**config.mk**
```make
export PLATFORM = sky130hd
export DESIGN_NAME = addr_fifo_flat
export DESIGN_NICKNAME = d
export VERILOG_FILES = /design/src/rtl/addr_fifo_if.sv /design/src/rtl/addr_fifo.sv /design/src/flat_wrapper.sv
export SDC_FILE = /design/constraint.sdc
export NUM_CORES = 1
export LEC_CHECK = 0
export BUFFER_PORTS_ARGS = -buffer_cell sky130_fd_sc_hd__buf_2
export CAP_MARGIN = 0
export CORE_MARGIN = 4
export CORE_UTILIZATION = 26
export DETAILED_ROUTE_END_ITERATION = 12
export PLACE_DENSITY_LB_ADDON = 0.15
export SYNTH_ARGS = -nofsm -noshare
export SYNTH_HDL_FRONTEND = slang
export SYNTH_SLANG_ARGS = --single-unit
```
**constraint.sdc**
```tcl
create_clock -name clk -period 5.91 [get_ports clk]
set_clock_uncertainty 0.1 [all_clocks]
set_input_delay 1.182 -clock clk [delete_from_list [all_inputs] [get_ports clk]]
set_output_delay 1.182 -clock clk [all_outputs]
set_load 0.01 [all_outputs]
```
**src/rtl/addr_fifo_if.sv**
```systemverilog
// Bus bundle for addr_fifo: push-source select, push/pop/flush controls and FIFO status.
// The same WIDTH/DEPTH must be given to the interface and to the addr_fifo instance.
interface addr_fifo_if #(
    parameter int unsigned WIDTH = 11,
    parameter int unsigned DEPTH = 4
);
    logic                     enable;
    logic                     select;
    logic                     push;
    logic                     pop;
    logic                     flush;
    logic [WIDTH-1:0]         i1;
    logic [WIDTH-1:0]         i2;
    logic [WIDTH-1:0]         p;
    logic [$clog2(DEPTH):0]   count;
    logic                     full;
    logic                     empty;
    logic                     overflow;
    logic                     underflow;

    modport master (
        output enable, select, push, pop, flush, i1, i2,
        input  p, count, full, empty, overflow, underflow
    );

    modport slave (
        input  enable, select, push, pop, flush, i1, i2,
        output p, count, full, empty, overflow, underflow
    );
endinterface

```
**src/rtl/addr_fifo.sv**
```systemverilog
// Show-ahead address FIFO choosing PC (i1) or instruction field (i2) as the push source.
// Sticky overflow/underflow flags exist only when ADDR_FIFO_ERR_FLAGS_EN is defined.
module addr_fifo #(
    parameter int unsigned WIDTH = 11,
    parameter int unsigned DEPTH = 4
) (
    input logic         clk,
    input logic         reset_n,
    addr_fifo_if.slave  bus
);
    localparam int unsigned AW = $clog2(DEPTH);
    localparam int unsigned CW = AW + 1;

    logic [WIDTH-1:0] r_mem [DEPTH];
    logic [AW-1:0]    r_wr_ptr;
    logic [AW-1:0]    r_rd_ptr;
    logic [CW-1:0]    r_count;

    logic             w_full;
    logic             w_empty;
    logic [WIDTH-1:0] w_src;
    logic             w_do_push;
    logic             w_do_pop;

    assign w_full  = (r_count == CW'(DEPTH));
    assign w_empty = (r_count == '0);
    assign w_src   = (bus.enable && !bus.select) ? bus.i2 : bus.i1;

    // A full FIFO still accepts a push when a pop frees the head slot in the same cycle.
    assign w_do_pop  = bus.pop && !w_empty;
    assign w_do_push = bus.push && (!w_full || bus.pop);

    always_ff @(posedge clk) begin
        if (w_do_push && !bus.flush) begin
            r_mem[r_wr_ptr] <= w_src;
        end
    end

    always_ff @(posedge clk or negedge reset_n) begin
        if (!reset_n) begin
            r_wr_ptr <= '0;
            r_rd_ptr <= '0;
            r_count  <= '0;
        end else if (bus.flush) begin
            r_wr_ptr <= '0;
            r_rd_ptr <= '0;
            r_count  <= '0;
        end else begin
            if (w_do_push) begin
                r_wr_ptr <= r_wr_ptr + AW'(1);
            end
            if (w_do_pop) begin
                r_rd_ptr <= r_rd_ptr + AW'(1);
            end
            if (w_do_push && !w_do_pop) begin
                r_count <= r_count + CW'(1);
            end else if (!w_do_push && w_do_pop) begin
                r_count <= r_count - CW'(1);
            end
        end
    end

    assign bus.p     = w_empty ? '0 : r_mem[r_rd_ptr];
    assign bus.count = r_count;
    assign bus.full  = w_full;
    assign bus.empty = w_empty;

`ifdef ADDR_FIFO_ERR_FLAGS_EN
    logic r_overflow;
    logic r_underflow;

    always_ff @(posedge clk or negedge reset_n) begin
        if (!reset_n) begin
            r_overflow  <= 1'b0;
            r_underflow <= 1'b0;
        end else if (bus.flush) begin
            r_overflow  <= 1'b0;
            r_underflow <= 1'b0;
        end else begin
            if (bus.push && w_full && !bus.pop) begin
                r_overflow <= 1'b1;
            end
            if (bus.pop && w_empty) begin
                r_underflow <= 1'b1;
            end
        end
    end

    assign bus.overflow  = r_overflow;
    assign bus.underflow = r_underflow;
`else
    assign bus.overflow  = 1'b0;
    assign bus.underflow = 1'b0;
`endif
endmodule

```
**src/flat_wrapper.sv**
```systemverilog
// flat-port wrapper written by rule: the top's interface ports become plain ports
module addr_fifo_flat 
#(
    parameter int unsigned WIDTH = 11,
    parameter int unsigned DEPTH = 4
)
  (clk, reset_n, bus_enable, bus_select, bus_push, bus_pop, bus_flush, bus_i1, bus_i2, bus_p, bus_count, bus_full, bus_empty, bus_overflow, bus_underflow);
  addr_fifo_if #(.WIDTH(WIDTH), .DEPTH(DEPTH)) bus_i ();
  input logic clk;
  input logic reset_n;
  input wire logic [$bits(bus_i.enable)-1:0] bus_enable;
  input wire logic [$bits(bus_i.select)-1:0] bus_select;
  input wire logic [$bits(bus_i.push)-1:0] bus_push;
  input wire logic [$bits(bus_i.pop)-1:0] bus_pop;
  input wire logic [$bits(bus_i.flush)-1:0] bus_flush;
  input wire logic [$bits(bus_i.i1)-1:0] bus_i1;
  input wire logic [$bits(bus_i.i2)-1:0] bus_i2;
  output wire logic [$bits(bus_i.p)-1:0] bus_p;
  output wire logic [$bits(bus_i.count)-1:0] bus_count;
  output wire logic [$bits(bus_i.full)-1:0] bus_full;
  output wire logic [$bits(bus_i.empty)-1:0] bus_empty;
  output wire logic [$bits(bus_i.overflow)-1:0] bus_overflow;
  output wire logic [$bits(bus_i.underflow)-1:0] bus_underflow;
  assign bus_i.enable = bus_enable;
  assign bus_i.select = bus_select;
  assign bus_i.push = bus_push;
  assign bus_i.pop = bus_pop;
  assign bus_i.flush = bus_flush;
  assign bus_i.i1 = bus_i1;
  assign bus_i.i2 = bus_i2;
  assign bus_p = bus_i.p;
  assign bus_count = bus_i.count;
  assign bus_full = bus_i.full;
  assign bus_empty = bus_i.empty;
  assign bus_overflow = bus_i.overflow;
  assign bus_underflow = bus_i.underflow;
  addr_fifo #(.WIDTH(WIDTH), .DEPTH(DEPTH)) u_core (.clk(clk), .reset_n(reset_n), .bus(bus_i));
endmodule
```
==> results.json <==
{
  "outcome": "finished clean",
  "critPathTopFamily": "flip-flops",
  "nNetsFinal": 224,
  "synthCells": 148,
  "yosys.area.top_type_share_pct": 55.26,
  "ff2ff_setup_slack_ns": 3.46,
  "postCtsHoldBufs": 0,
  "numPortBuffers": 44,
  "post-cts-setup-buffer-count": 0,
  "grt_pass1_vias": 1485,
  "fin_tns_setup_ns": 0,
  "synth_async_sr_flop_share_pct": 13.73,
  "antenna_found_initial": 0,
  "fin_crit_ns": 3.380,
  "cts_root_buf": "clkbuf_8",
  "clk_pin_slew_ns": 0.09,
  "ys_ff_latch": 51,
  "setup_violations": 0,
  "min_path_type": "register to register",
  "cp-startpoint": "u_core.r_rd_ptr[0]",
  "slowest_stage": "dfrtp_1",
  "synth-edff-count": 44,
  "r2r_end": "u_core.r_mem[3][1]",
  "holdPathStages": 2,
  "synth_area_sq_um": 2391,
  "n_antenna_cell": 0,
  "slew_violations": 0,
  "antenna_left": 0,
  "synth_ff_type": "edfxtp_1",
  "post_cts_resized": 0,
  "die_x_um": 103.9,
  "holdWs_ns": 0.5117,
  "fp.dieH_um": 103.9,
  "wl_per_cell_um": 16.44,
  "cts_made_buffers": 5,
  "synth_cell_types": 32,
  "cap_violations": 0,
  "viasPerCell": 4.478,
  "slew_headroom_pct": 30.04,
  "worstMarginPinSlew_ns": 1.045,
  "grt_setup_unrepaired": "false",
  "cp-end-kind": "output port",
  "path_cells": "mux4_2, nor2b_1, buf_2",
  "synthTopCellsByCount": "edfxtp_1 (44), mux2_2 (13), nor2b_1 (12)",
  "crit_cells": 3,
  "required_ns": 4.63,
  "drt-total-wl_mm": 4.916,
  "place_hpwl_mm": 3.491,
  "r2r.worst_path.cells": 3,
  "io_pins": 47,
  "hold_viol": 0,
  "yosysWarnings": 0,
  "cts_max_level": 2,
  "synth.top_cells.by_area": "edfxtp_1 (55%), mux4_2 (10%), dfrtp_1 (7.3%)",
  "clock_path_buffers": 2,
  "drive_gt1_share_pct": 43.98,
  "grt_pass1_wl_mm": 7.886,
  "setup.worst_path.class": "register to output port",
  "rows": 34,
  "yosysSeqAreaShare_pct": 62.59,
  "synth_most_common_cell": "edfxtp_1",
  "clock.fmax_mhz": 295.9,
  "grt_usage_pct": 9.320,
  "crit_end": "bus_p[5]",
  "post-route-util_pct": 32.24,
  "drt-initial-drc-count": 56,
  "clock-sinks": 51,
  "clk_latency_ns": 0.30,
  "fillCellCount": 861,
  "die_area_sq_um": 10790,
  "core_area_sq_um": 8848,
  "cp_num_buf_inv": 1,
  "setup_ws_ns": 2.530,
  "r2r_start": "u_core.bus.count[2]",
  "cp_data_arrival_time_ns": 2.10,
  "globalplace.congestion": 0.7780,
  "leakage_nw": 1.054,
  "crit_path_max_fanout": 13,
  "powerDensity_nw_per_um2": 385.9,
  "cts_tree": "yes",
  "grt_max_degree": 18,
  "dr_total_vias": 1339,
  "finalCritPeriodShare_pct": 57.18,
  "overflow": 0,
  "initial_core_util_pct": 27.02,
  "preCtsSetupSlack_ns": 2.754,
  "place_inst": 291,
  "drc": 0,
  "cp_slowest_stage_delay_ns": 0.90,
  "peakVddDrop_v": 0.0001847,
  "post-synth-top-area-cell": "edfxtp_1",
  "finalNonFillerCells": 299,
  "syn2layout_area_growth_pct": 19.31,
  "worst_setup_path_start_kind": "register",
  "avgSynthCellArea_sq_um": 16.16,
  "drtPass1Iterations": 4
}
cells in the final DEF (no fill, tap or decap), drive strengths merged, types with 4 or more instances in the layout:
master,instances
buf,45
edfxtp,44
mux2,14
nor2b,12
mux4,11
nor2,10
dfrtp,7
inv,6
nand2b,5
clkbuf,5
nor3b,4
ha,4
layer usage:
layer,global-route usage [%],share of wire [%],vias up
li1,-,-,632
met1,11.57,42,664
met2,16.11,51,39
met3,2.731,5.8,4
met4,1.994,0.69,0
met5,0,0,-
power by group:
part	leakage (nW)	switching [mW]	total [mW]	internal (mW)
clock network	0.0703	0.121	0.293	0.172
logic	0.491	0.158	0.330	0.172
registers	0.493	0.0558	0.478	0.422
kinds of logic (layout without fill, tap and decap cells):
family	after synthesis	count (layout)	synth area share, %
flip-flops	51	51	62.59
AND/OR/NAND/NOR	36	36	8.844
multiplexers	27	27	17.95
buffers and inverters	16	58	3.506
AO/OA/AOI/OAI	9	9	2.931
adder cells (fa/ha/maj)	5	5	2.931
XOR/XNOR	3	3	1.099
other	1	2	0.1568
tightest hold or removal path, cell delays in order (launching register included):
cell and delay (ns):
dfrtp_1 0.43, nand2b_1 0.09, mux2i_1 0.06
how the worst min path moves through the flow:
| stage | from | slack, ns | endpoint |
|---|---|---|---|
| 2_1_floorplan | u_core.r_wr_ptr[1] | 0.45 | u_core.r_wr_ptr[1] |
| 6_report | u_core.r_wr_ptr[1] | 0.51 | u_core.r_wr_ptr[1] |
| 4_1_cts | u_core.r_wr_ptr[1] | 0.51 | u_core.r_wr_ptr[1] |
| 3_5_place_dp | u_core.r_wr_ptr[1] | 0.49 | u_core.r_wr_ptr[1] |
| 3_3_place_gp | u_core.r_wr_ptr[1] | 0.49 | u_core.r_wr_ptr[1] |
| 5_1_grt | u_core.r_wr_ptr[1] | 0.56 | u_core.r_wr_ptr[1] |
flip-flops by register name, indices dropped and copies added, names as in the netlist:
register and cells:
u_core.r_mem 44, u_core.bus.count 3, u_core.r_rd_ptr 2, u_core.r_wr_ptr 2
area by class of cell:
type	count	area, sq um	area share (%)
clock inverter	3	71.32	2.500
tap	108	135.1	4.737
clock buffer	5	68.82	2.412
timing repair buffer	45	227.7	7.982
multi-input combinational	82	834.6	29.25
sequential	51	1496	52.46
inverter	5	18.77	0.6579
per-stage QoR:
step                area (sq um)  power (mW)
floorplan                   2395      0.7044
global placement            2713      0.8176
detailed placement          2713      0.8265
CTS                         2853       1.121
global route                2853       1.170
finish                      2853       1.101
(Power assumes the default switching activity.)
